$ cat config.mk
export PLATFORM = sky130hd
export DESIGN_NAME = ram_arbiter_flat
export DESIGN_NICKNAME = d
export VERILOG_FILES = /design/src/rtl/ram_arbiter_if.sv /design/src/rtl/ram_arbiter.sv /design/src/flat_wrapper.sv
export SDC_FILE = /design/constraint.sdc
export NUM_CORES = 1
export LEC_CHECK = 0
export ABC_AREA = 1
export CAP_MARGIN = 10
export CORE_AREA = 3 3 167 169
export DETAILED_ROUTE_END_ITERATION = 6
export DIE_AREA = 0 0 170 172
export DONT_BUFFER_PORTS = 1
export PLACE_DENSITY_LB_ADDON = 0.1
export SYNTH_ARGS = -nofsm -noshare
export SYNTH_HDL_FRONTEND = slang
export SYNTH_SLANG_ARGS = --single-unit
$ cat constraint.sdc
create_clock -name CLK -period 1.6 [get_ports CLK]
set_clock_uncertainty 0.15 [all_clocks]
set_input_delay 0.24 -clock CLK [delete_from_list [all_inputs] [get_ports CLK]]
set_output_delay 0.24 -clock CLK [all_outputs]
set_load 0.02 [all_outputs]
$ cat src/rtl/ram_arbiter_if.sv
// Bus bundle between the CPU ports, the arbiter and the shared RAM.
// slave is the arbiter's view; master is the CPUs-plus-RAM side.
interface ram_arbiter_if #(
  parameter int CPUS = 2
);
  logic [CPUS-1:0]    iREN;
  logic [CPUS-1:0]    dREN;
  logic [CPUS-1:0]    dWEN;
  logic [CPUS*32-1:0] iaddr;
  logic [CPUS*32-1:0] daddr;
  logic [CPUS*32-1:0] dstore;
  logic [CPUS-1:0]    iwait;
  logic [CPUS-1:0]    dwait;
  logic [CPUS*32-1:0] iload;
  logic [CPUS*32-1:0] dload;
  logic [1:0]         ramstate;
  logic [31:0]        ramload;
  logic [31:0]        ramaddr;
  logic [31:0]        ramstore;
  logic               ramREN;
  logic               ramWEN;

  modport slave (
    input  iREN, dREN, dWEN, iaddr, daddr, dstore, ramstate, ramload,
    output iwait, dwait, iload, dload, ramaddr, ramstore, ramREN, ramWEN
  );

  modport master (
    output iREN, dREN, dWEN, iaddr, daddr, dstore, ramstate, ramload,
    input  iwait, dwait, iload, dload, ramaddr, ramstore, ramREN, ramWEN
  );
endinterface

$ cat src/rtl/ram_arbiter.sv
// Shares one RAM port among CPUS instruction/data ports: data first, round-robin per class.
// Optional instruction anti-starvation enabled by defining MEM_ARB_ISTARVE_EN.
module ram_arbiter #(
  parameter int CPUS         = 2,
  parameter int STARVE_LIMIT = 4
) (
  input  logic          CLK,
  input  logic          nRST,
  ram_arbiter_if.slave  bus
);
  localparam int PW = (CPUS > 1) ? $clog2(CPUS) : 1;
  // ramstate encoding: FREE=0, BUSY=1, ACCESS=2, ERROR=3
  localparam logic [1:0] ACCESS = 2'd2;

  typedef enum logic {IDLE, LOCK} state_t;

  state_t          state_reg;
  logic            lock_is_d_reg;
  logic [PW-1:0]   lock_idx_reg;
  logic [PW-1:0]   iptr_reg;
  logic [PW-1:0]   dptr_reg;

  logic [CPUS-1:0] dreq;
  logic            d_found, i_found, prefer_i;
  logic [PW-1:0]   d_sel, i_sel;
  logic            g_valid, g_is_d, done;
  logic [PW-1:0]   g_idx;

  assign dreq = bus.dREN | bus.dWEN;

  function automatic logic [PW-1:0] ptr_inc(input logic [PW-1:0] p);
    return (int'(p) >= CPUS - 1) ? PW'(0) : p + 1'b1;
  endfunction

  always_comb begin
    int jd, ji;
    d_found = 1'b0;
    i_found = 1'b0;
    d_sel   = '0;
    i_sel   = '0;
    for (int off = 0; off < CPUS; off++) begin
      jd = (int'(dptr_reg) + off) % CPUS;
      ji = (int'(iptr_reg) + off) % CPUS;
      if (!d_found && dreq[PW'(jd)]) begin
        d_found = 1'b1;
        d_sel   = PW'(jd);
      end
      if (!i_found && bus.iREN[PW'(ji)]) begin
        i_found = 1'b1;
        i_sel   = PW'(ji);
      end
    end
  end

`ifdef MEM_ARB_ISTARVE_EN
  localparam int CW = (STARVE_LIMIT > 1) ? $clog2(STARVE_LIMIT + 1) : 1;
  logic [CW-1:0] starve_cnt_reg;
  assign prefer_i = i_found && (starve_cnt_reg == CW'(STARVE_LIMIT));
`else
  assign prefer_i = 1'b0;
`endif

  // In LOCK the grant is frozen; it lapses only if its owner withdraws the request.
  always_comb begin
    g_valid = 1'b0;
    g_is_d  = 1'b0;
    g_idx   = '0;
    if (state_reg == LOCK) begin
      g_is_d  = lock_is_d_reg;
      g_idx   = lock_idx_reg;
      g_valid = lock_is_d_reg ? dreq[lock_idx_reg] : bus.iREN[lock_idx_reg];
    end else if (d_found && !prefer_i) begin
      g_valid = 1'b1;
      g_is_d  = 1'b1;
      g_idx   = d_sel;
    end else if (i_found) begin
      g_valid = 1'b1;
      g_idx   = i_sel;
    end
    if (!nRST)
      g_valid = 1'b0;
  end

  assign done = g_valid && (bus.ramstate == ACCESS);

  always_comb begin
    bus.ramREN   = 1'b0;
    bus.ramWEN   = 1'b0;
    bus.ramaddr  = '0;
    bus.ramstore = '0;
    if (g_valid) begin
      if (g_is_d) begin
        bus.ramaddr = bus.daddr[32*int'(g_idx) +: 32];
        if (bus.dWEN[g_idx]) begin
          bus.ramWEN   = 1'b1;
          bus.ramstore = bus.dstore[32*int'(g_idx) +: 32];
        end else begin
          bus.ramREN = 1'b1;
        end
      end else begin
        bus.ramREN  = 1'b1;
        bus.ramaddr = bus.iaddr[32*int'(g_idx) +: 32];
      end
    end
  end

  for (genvar gi = 0; gi < CPUS; gi++) begin : g_cpu
    logic i_hit, d_hit;
    assign d_hit = done &&  g_is_d && (g_idx == PW'(gi));
    assign i_hit = done && !g_is_d && (g_idx == PW'(gi));
    assign bus.dwait[gi]           = !d_hit;
    assign bus.iwait[gi]           = !i_hit;
    assign bus.dload[32*gi +: 32]  = d_hit ? bus.ramload : 32'h0;
    assign bus.iload[32*gi +: 32]  = i_hit ? bus.ramload : 32'h0;
  end

  always_ff @(posedge CLK or negedge nRST) begin
    if (!nRST) begin
      state_reg      <= IDLE;
      lock_is_d_reg  <= 1'b0;
      lock_idx_reg   <= '0;
      iptr_reg       <= '0;
      dptr_reg       <= '0;
`ifdef MEM_ARB_ISTARVE_EN
      starve_cnt_reg <= '0;
`endif
    end else begin
      if (done) begin
        state_reg <= IDLE;
        if (g_is_d)
          dptr_reg <= ptr_inc(g_idx);
        else
          iptr_reg <= ptr_inc(g_idx);
      end else if (g_valid) begin
        state_reg     <= LOCK;
        lock_is_d_reg <= g_is_d;
        lock_idx_reg  <= g_idx;
      end else begin
        state_reg <= IDLE;
      end
`ifdef MEM_ARB_ISTARVE_EN
      if (!(|bus.iREN))
        starve_cnt_reg <= '0;
      else if (done) begin
        if (!g_is_d)
          starve_cnt_reg <= '0;
        else if (starve_cnt_reg != CW'(STARVE_LIMIT))
          starve_cnt_reg <= starve_cnt_reg + 1'b1;
      end
`endif
    end
  end
endmodule

$ cat src/flat_wrapper.sv
// flat-port wrapper written by rule: the top's interface ports become plain ports
module ram_arbiter_flat 
#(
  parameter int CPUS         = 2,
  parameter int STARVE_LIMIT = 4
)
  (CLK, nRST, bus_iREN, bus_dREN, bus_dWEN, bus_iaddr, bus_daddr, bus_dstore, bus_ramstate, bus_ramload, bus_iwait, bus_dwait, bus_iload, bus_dload, bus_ramaddr, bus_ramstore, bus_ramREN, bus_ramWEN);
  ram_arbiter_if #(.CPUS(CPUS)) bus_i ();
  input  logic CLK;
  input  logic nRST;
  input wire logic [$bits(bus_i.iREN)-1:0] bus_iREN;
  input wire logic [$bits(bus_i.dREN)-1:0] bus_dREN;
  input wire logic [$bits(bus_i.dWEN)-1:0] bus_dWEN;
  input wire logic [$bits(bus_i.iaddr)-1:0] bus_iaddr;
  input wire logic [$bits(bus_i.daddr)-1:0] bus_daddr;
  input wire logic [$bits(bus_i.dstore)-1:0] bus_dstore;
  input wire logic [$bits(bus_i.ramstate)-1:0] bus_ramstate;
  input wire logic [$bits(bus_i.ramload)-1:0] bus_ramload;
  output wire logic [$bits(bus_i.iwait)-1:0] bus_iwait;
  output wire logic [$bits(bus_i.dwait)-1:0] bus_dwait;
  output wire logic [$bits(bus_i.iload)-1:0] bus_iload;
  output wire logic [$bits(bus_i.dload)-1:0] bus_dload;
  output wire logic [$bits(bus_i.ramaddr)-1:0] bus_ramaddr;
  output wire logic [$bits(bus_i.ramstore)-1:0] bus_ramstore;
  output wire logic [$bits(bus_i.ramREN)-1:0] bus_ramREN;
  output wire logic [$bits(bus_i.ramWEN)-1:0] bus_ramWEN;
  assign bus_i.iREN = bus_iREN;
  assign bus_i.dREN = bus_dREN;
  assign bus_i.dWEN = bus_dWEN;
  assign bus_i.iaddr = bus_iaddr;
  assign bus_i.daddr = bus_daddr;
  assign bus_i.dstore = bus_dstore;
  assign bus_i.ramstate = bus_ramstate;
  assign bus_i.ramload = bus_ramload;
  assign bus_iwait = bus_i.iwait;
  assign bus_dwait = bus_i.dwait;
  assign bus_iload = bus_i.iload;
  assign bus_dload = bus_i.dload;
  assign bus_ramaddr = bus_i.ramaddr;
  assign bus_ramstore = bus_i.ramstore;
  assign bus_ramREN = bus_i.ramREN;
  assign bus_ramWEN = bus_i.ramWEN;
  ram_arbiter #(.CPUS(CPUS), .STARVE_LIMIT(STARVE_LIMIT)) u_core (.CLK(CLK), .nRST(nRST), .bus(bus_i));
endmodule
# After elaboration in Yosys (flattened, before gate mapping)

Cells that the tools add are included.

Flip-flop bits (word level): 5
Word-level logic and storage cells: 92
Input port bits: 234

Shift-type cells: 3
Multiplexer cells: 50
Reduce and logical (&&, ||, !) cells: 19
Eq/ne operators: 1
Bitwise logic cells: 4
Add/sub/neg operators: 3
$lt $le $gt $ge: 7

Operators with widths:

| cell                | number |
|---|---|
| $mux 32             | 9 |
| $shiftx 64x7->32    | 3 |
| $mux 1              | 41 |
| $lt 1x3->1 const B  | 4 |
| $logic_and 1x1->1   | 9 |
| $logic_not 1->1     | 7 |
| $reduce_and 2->1    | 3 |
| $lt 1x2->1 const B  | 2 |
| $add 1x1->1 const B | 3 |
| $not 1->1           | 3 |
| $eq 2x2->1 const B  | 1 |
| $or 2x2->2          | 1 |
| $ge 1x1->1 const B  | 1 |

# Logic depth before layout (Yosys ltp)

Depth after elaboration: 15
Depth in mapped cells: 11
Depth with buffers taken out: 9

# Least setup slack after synthesis

No wires, ideal clock.

Kind: register to output
Start: register u_core.state_reg
End: output bus_dload[32]
Stages on the path, launching flop included: 8
Arrival time: 1509 ps
Data required time: 1210 ps
Path slack: -299 ps
Path buffers: 2
Cell sequence: dfrtp_1 > inv_2 > nand3_2 > nand2_2 > inv_2 > buf_6 > buf_4 > nor3_1

Word-level cells in the longest chain between the ends: 6
Elaborated cells on any way between the ends: 8
Classes of those cells: mux (5); reduce/logical (3)

Ends and longest elaborated chain:

| what                   | line               | text |
|---|---|---|
| from (decl)            | ram_arbiter.sv:17  | `state_t state_reg;` |
| from (signal assigned) | ram_arbiter.sv:119 | `state_reg <= IDLE;` |
| from (signal assigned) | ram_arbiter.sv:129 | `state_reg <= IDLE;` |
| from (signal assigned) | ram_arbiter.sv:135 | `state_reg <= LOCK;` |
| $mux 1                 | ram_arbiter.sv:68  | `if (state_reg == LOCK) begin` |
| $mux 1                 | ram_arbiter.sv:80  | `if (!nRST)` |
| $logic_and 1x1->1      | ram_arbiter.sv:84  | `assign done = g_valid && (bus.ramstate == ACCESS);` |
| $logic_and 1x1->1      | ram_arbiter.sv:109 | `assign d_hit = done && g_is_d && (g_idx == PW'(gi));` |
| $logic_and 1x1->1 (*)  | ram_arbiter.sv:109 |  |
| $mux 32 (*)            | ram_arbiter.sv:113 | `assign bus.dload[32*gi +: 32] = d_hit ? bus.ramload : 32'h0;` |
| to (decl)              | flat_wrapper.sv:22 | `output wire logic [$bits(bus_i.dload)-1:0] bus_dload;` |

Every way passes the cells marked *; elsewhere a longest branch is shown, timed or not.

# Final worst setup path

Start: register u_core.lock_idx_reg
End: output bus_dload[63]

Word-level cells in the longest chain between the ends: 9
Elaborated cells on any way between the ends: 12
Classes of those cells: mux (9); reduce/logical (3)

Ends and longest elaborated chain:

| what                                       | line               | text |
|---|---|---|
| from (decl)                                | ram_arbiter.sv:19  | `logic [PW-1:0] lock_idx_reg;` |
| from (signal assigned)                     | ram_arbiter.sv:137 | `lock_idx_reg <= g_idx;` |
| $mux 1 (not written as such) (2 in series) | ram_arbiter.sv:71  | `g_valid = lock_is_d_reg ? dreq[lock_idx_reg] : bus.iREN[lock_idx_reg];` |
| $mux 1                                     | ram_arbiter.sv:71  |  |
| $mux 1                                     | ram_arbiter.sv:68  |  |
| $mux 1                                     | ram_arbiter.sv:80  |  |
| $logic_and 1x1->1                          | ram_arbiter.sv:84  |  |
| $logic_and 1x1->1                          | ram_arbiter.sv:109 |  |
| $logic_and 1x1->1 (*)                      | ram_arbiter.sv:109 |  |
| $mux 32 (*)                                | ram_arbiter.sv:113 |  |

Every way passes the cells marked *; elsewhere a longest branch is shown, timed or not. The select of a mux whose other input is x is not followed.

==> impl_results.md <==
- Critical path endpoint category: output port
- Ratio of cells with drive above 1 in the final layout: roughly 56%
- Achievable Freq: 0.461 GHz
- WL final: 21.8 mm
- Critical Path Source Type: register
- VDD IR-drop max: 524 uV
- Mean post-synth cell area: 5.26 um^2
- Cell mode on critical path: nand2_2
- Fin worst setup slack: -0.571 ns
- Synth Cell Area: 3840 um^2
- Htree depth: 1
- Max Slew Vio Count: 0
- Slew HR: around 77%
- Drt drc: 0
- CP max stage cell: dfrtp_1
- Drt pass-1 iters: 4
- P&R area growth vs syn: 100%
- CTS tree: yes
- Full die area: 29200 um^2
- Vias/cell: 4.20
- Arrival @ worst endpoint: approximately 1.8 ns
- Core area: 26700 um^2
- FF-to-FF End: u_core.lock_is_d_reg
- Setup Viol. Count Final: 203
- Kind of critical path: reg2out
- CP bufs+invs: 4
- DR WL/cell: 17.2 um
- Sequential area share after synthesis: ~3.3%
- R2R cell count: 11
- FF+latch count, synth: 5
- Status: complete, but fails checks
- Power Density: 953 nW/um^2
- Ys Warns: 0
- Final #Nets: about 1200
- Antenna-violating nets left: 0
- Worst Hold Class: in2async
- CP peak stage delay: 0.40 ns
- Worst-margin pin slew: 0.349 ns
- Critical R2R Launch: u_core.lock_idx_reg
- Largest net degree at the start of global routing: 50
- Final worst-path cycle share: 136%
- Area after DPL: 6700 um^2
- IO buf count: 0
- Clk sink count: 5
- Post-synth cell types: 22
- RSZ-0062 raised after global routing: true
- Critical Path RT: between 1 and 1.5 ns
- Initial drt markers: 127
- Inserted Clock Buffers: 3
- Initial Util: 14.4%
- Mapped Nets: 964
- N_diodes: 0
- Tmin final: 2.17 ns
- Clock Latency Late Sink: ~0.23 ns
- Dpl hpwl: 17.0 mm
- Ports placed on the boundary: roughly 430
- Die Ht: 172 um
- Vias in the first global route: 4955
- Cell family with most CP delay: buffers and inverters
- Leakage: around 0.0036 uW
- DIE WIDTH: 170 um
- Row Count: 60
- Cell area after layout: 7700 um^2
- Initial antenna violation count: 0
- Clock Tree Root: clkbuf_16
- Gr usage total: 12.6%
- Worst path cell trace: inv_2 -> nand2_2 -> nand2_2 -> a21oi_4 -> nand2_4 -> nand4_4 -> buf_12 -> clkbuf_16 -> nor3_2 -> buf_4
- Final hold viol count: 0
- FF-to-FF setup slack: -0.12 ns
- Synth Instances: 730
- Worst-path clk slew: around 0.03 ns
- Failing checks: negative setup slack
- # Max-Cap Violations: 0
- Critical Path Fanout Max: 9
- Overflow after GRT: 0
- Placer congestion estimate: roughly 0.72
- Max clock buf depth: 2
- Final core occ: 28.8%
- Via count: 5304
- First-pass GRT wire length: 29.3 mm
worst reg2reg max path: stages, from the launching register on:
cell	delay, ns
dfrtp_1	0.38
inv_2	0.07
nand2_2	0.06
nand2_2	0.06
a21oi_4	0.18
nand2_4	0.10
buf_4	0.16
nand2_8	0.13
nor2_1	0.06
buf_4	0.14
nand2_1	0.05
o21ai_0	0.07
logic make-up (layout without fill, tap and decap cells):
kind of cell	after synthesis	in the layout	share of synthesized area, %
and+or+nand+nor	550	550	72.7
buffers and inverters	137	329	18.5
AOI/OAI and AO/OA	38	38	5.50
DFF	5	5	3.26
power by group:
group | internal (uW) | leakage [uW] | switching, uW | total [uW]
registers | 176 | 0.0000618 | 39.1 | 215
clock network | 330 | 0.0000382 | 79.3 | 409
logic | 2600 | 0.00353 | 4120 | 6720
total | 3110 | 0.00363 | 4230 | 7340
per-stage QoR:
step / TNS, ns / cells / total power (uW) / worst slack (ns) / hold WS (ns)
after floorplan: -31.16 / 730 / 4470 / -0.190 / -0.206
after global placement: -62.36 / 1227 / 6020 / -0.383 / -0.205
after detailed placement: -63.95 / 1227 / 6010 / -0.394 / -0.205
after CTS: -107.84 / 1237 / 6650 / -0.597 / 0.185
after global routing: -118.95 / 1263 / 7920 / -0.651 / 0.193
final: -98.94 / 1263 / 7340 / -0.571 / 0.177
per-layer routing:
layer / up-vias / GRT usage [%] / wire (um)
met3: 6 / 3.80 / 2020
met5: - / 0 / 0
li1: 2643 / - / -
met4: 0 / 1.31 / 114
met1: 2420 / 14.4 / 7980
met2: 235 / 23.9 / 11700
worst max path at each step:
stage                              startpoint              to  depth (start not counted)
final                     u_core.lock_idx_reg   bus_dload[63]                         10
after global routing      u_core.lock_idx_reg   bus_dload[22]                         10
after CTS                    u_core.state_reg   bus_iload[31]                          7
after detailed placement      u_core.dptr_reg  bus_ramaddr[0]                          7
after global placement        u_core.dptr_reg    bus_iwait[0]                          7
after floorplan           u_core.lock_idx_reg    bus_dload[0]                          9
cell usage in the layout (no fill, tap or decap), drive strengths merged:
cell and instances:
dfrtp 5, clkbuf 12, o21ai 3, nor3 128, nand3 3, nor2 36, dlygate4sd3 1, buf 241
inv 73, clkinvlp 1, nand2 375, a21oi 34, nand4 6, clkinv 1, o21bai 1, nand3b 2
cell type report:
cell class,count,area [um^2]
Inverter,75,322
Clock buffer,4,78.8
Fill cell,2983,19000
Timing Repair Buffer,250,2620
Sequential cell,5,125
Multi-Input combinational cell,588,4140
Tap cell,341,427
Yosys cell counts:
master | number | share of area, %
nor3_1 | 28 | 3.6
o21bai_1 | 1 | 0.20
buf_4 | 13 | 2.5
nor2_4 | 1 | 0.29
o21ai_0 | 2 | 0.26
buf_2 | 35 | 4.6
nand3b_1 | 2 | 0.39
dfrtp_1 | 5 | 3.3
buf_6 | 14 | 4.1
nand2_1 | 372 | 36
nand3_2 | 3 | 0.78
inv_2 | 5 | 0.49
nor3_2 | 100 | 26
a21oi_1 | 32 | 4.2
a21oi_2 | 1 | 0.23
a21oi_4 | 1 | 0.42
nand2_2 | 3 | 0.49
nand4_1 | 4 | 0.65
inv_1 | 70 | 6.8
o21ai_2 | 1 | 0.23
nand4_2 | 2 | 0.65
nor2_1 | 35 | 3.4
what timing repair did:
action | 4_1_cts | 5_1_grt
gates resized for setup | 27 | 91
hold endpoints to repair | 5 | 0
gates cloned | 3 | 11
setup endpoints to repair | 203 | 203
setup buffers | 2 | 16
pin swaps | 10 | 16
hold buffers | 1 | 0
(Power assumes the default switching activity.)
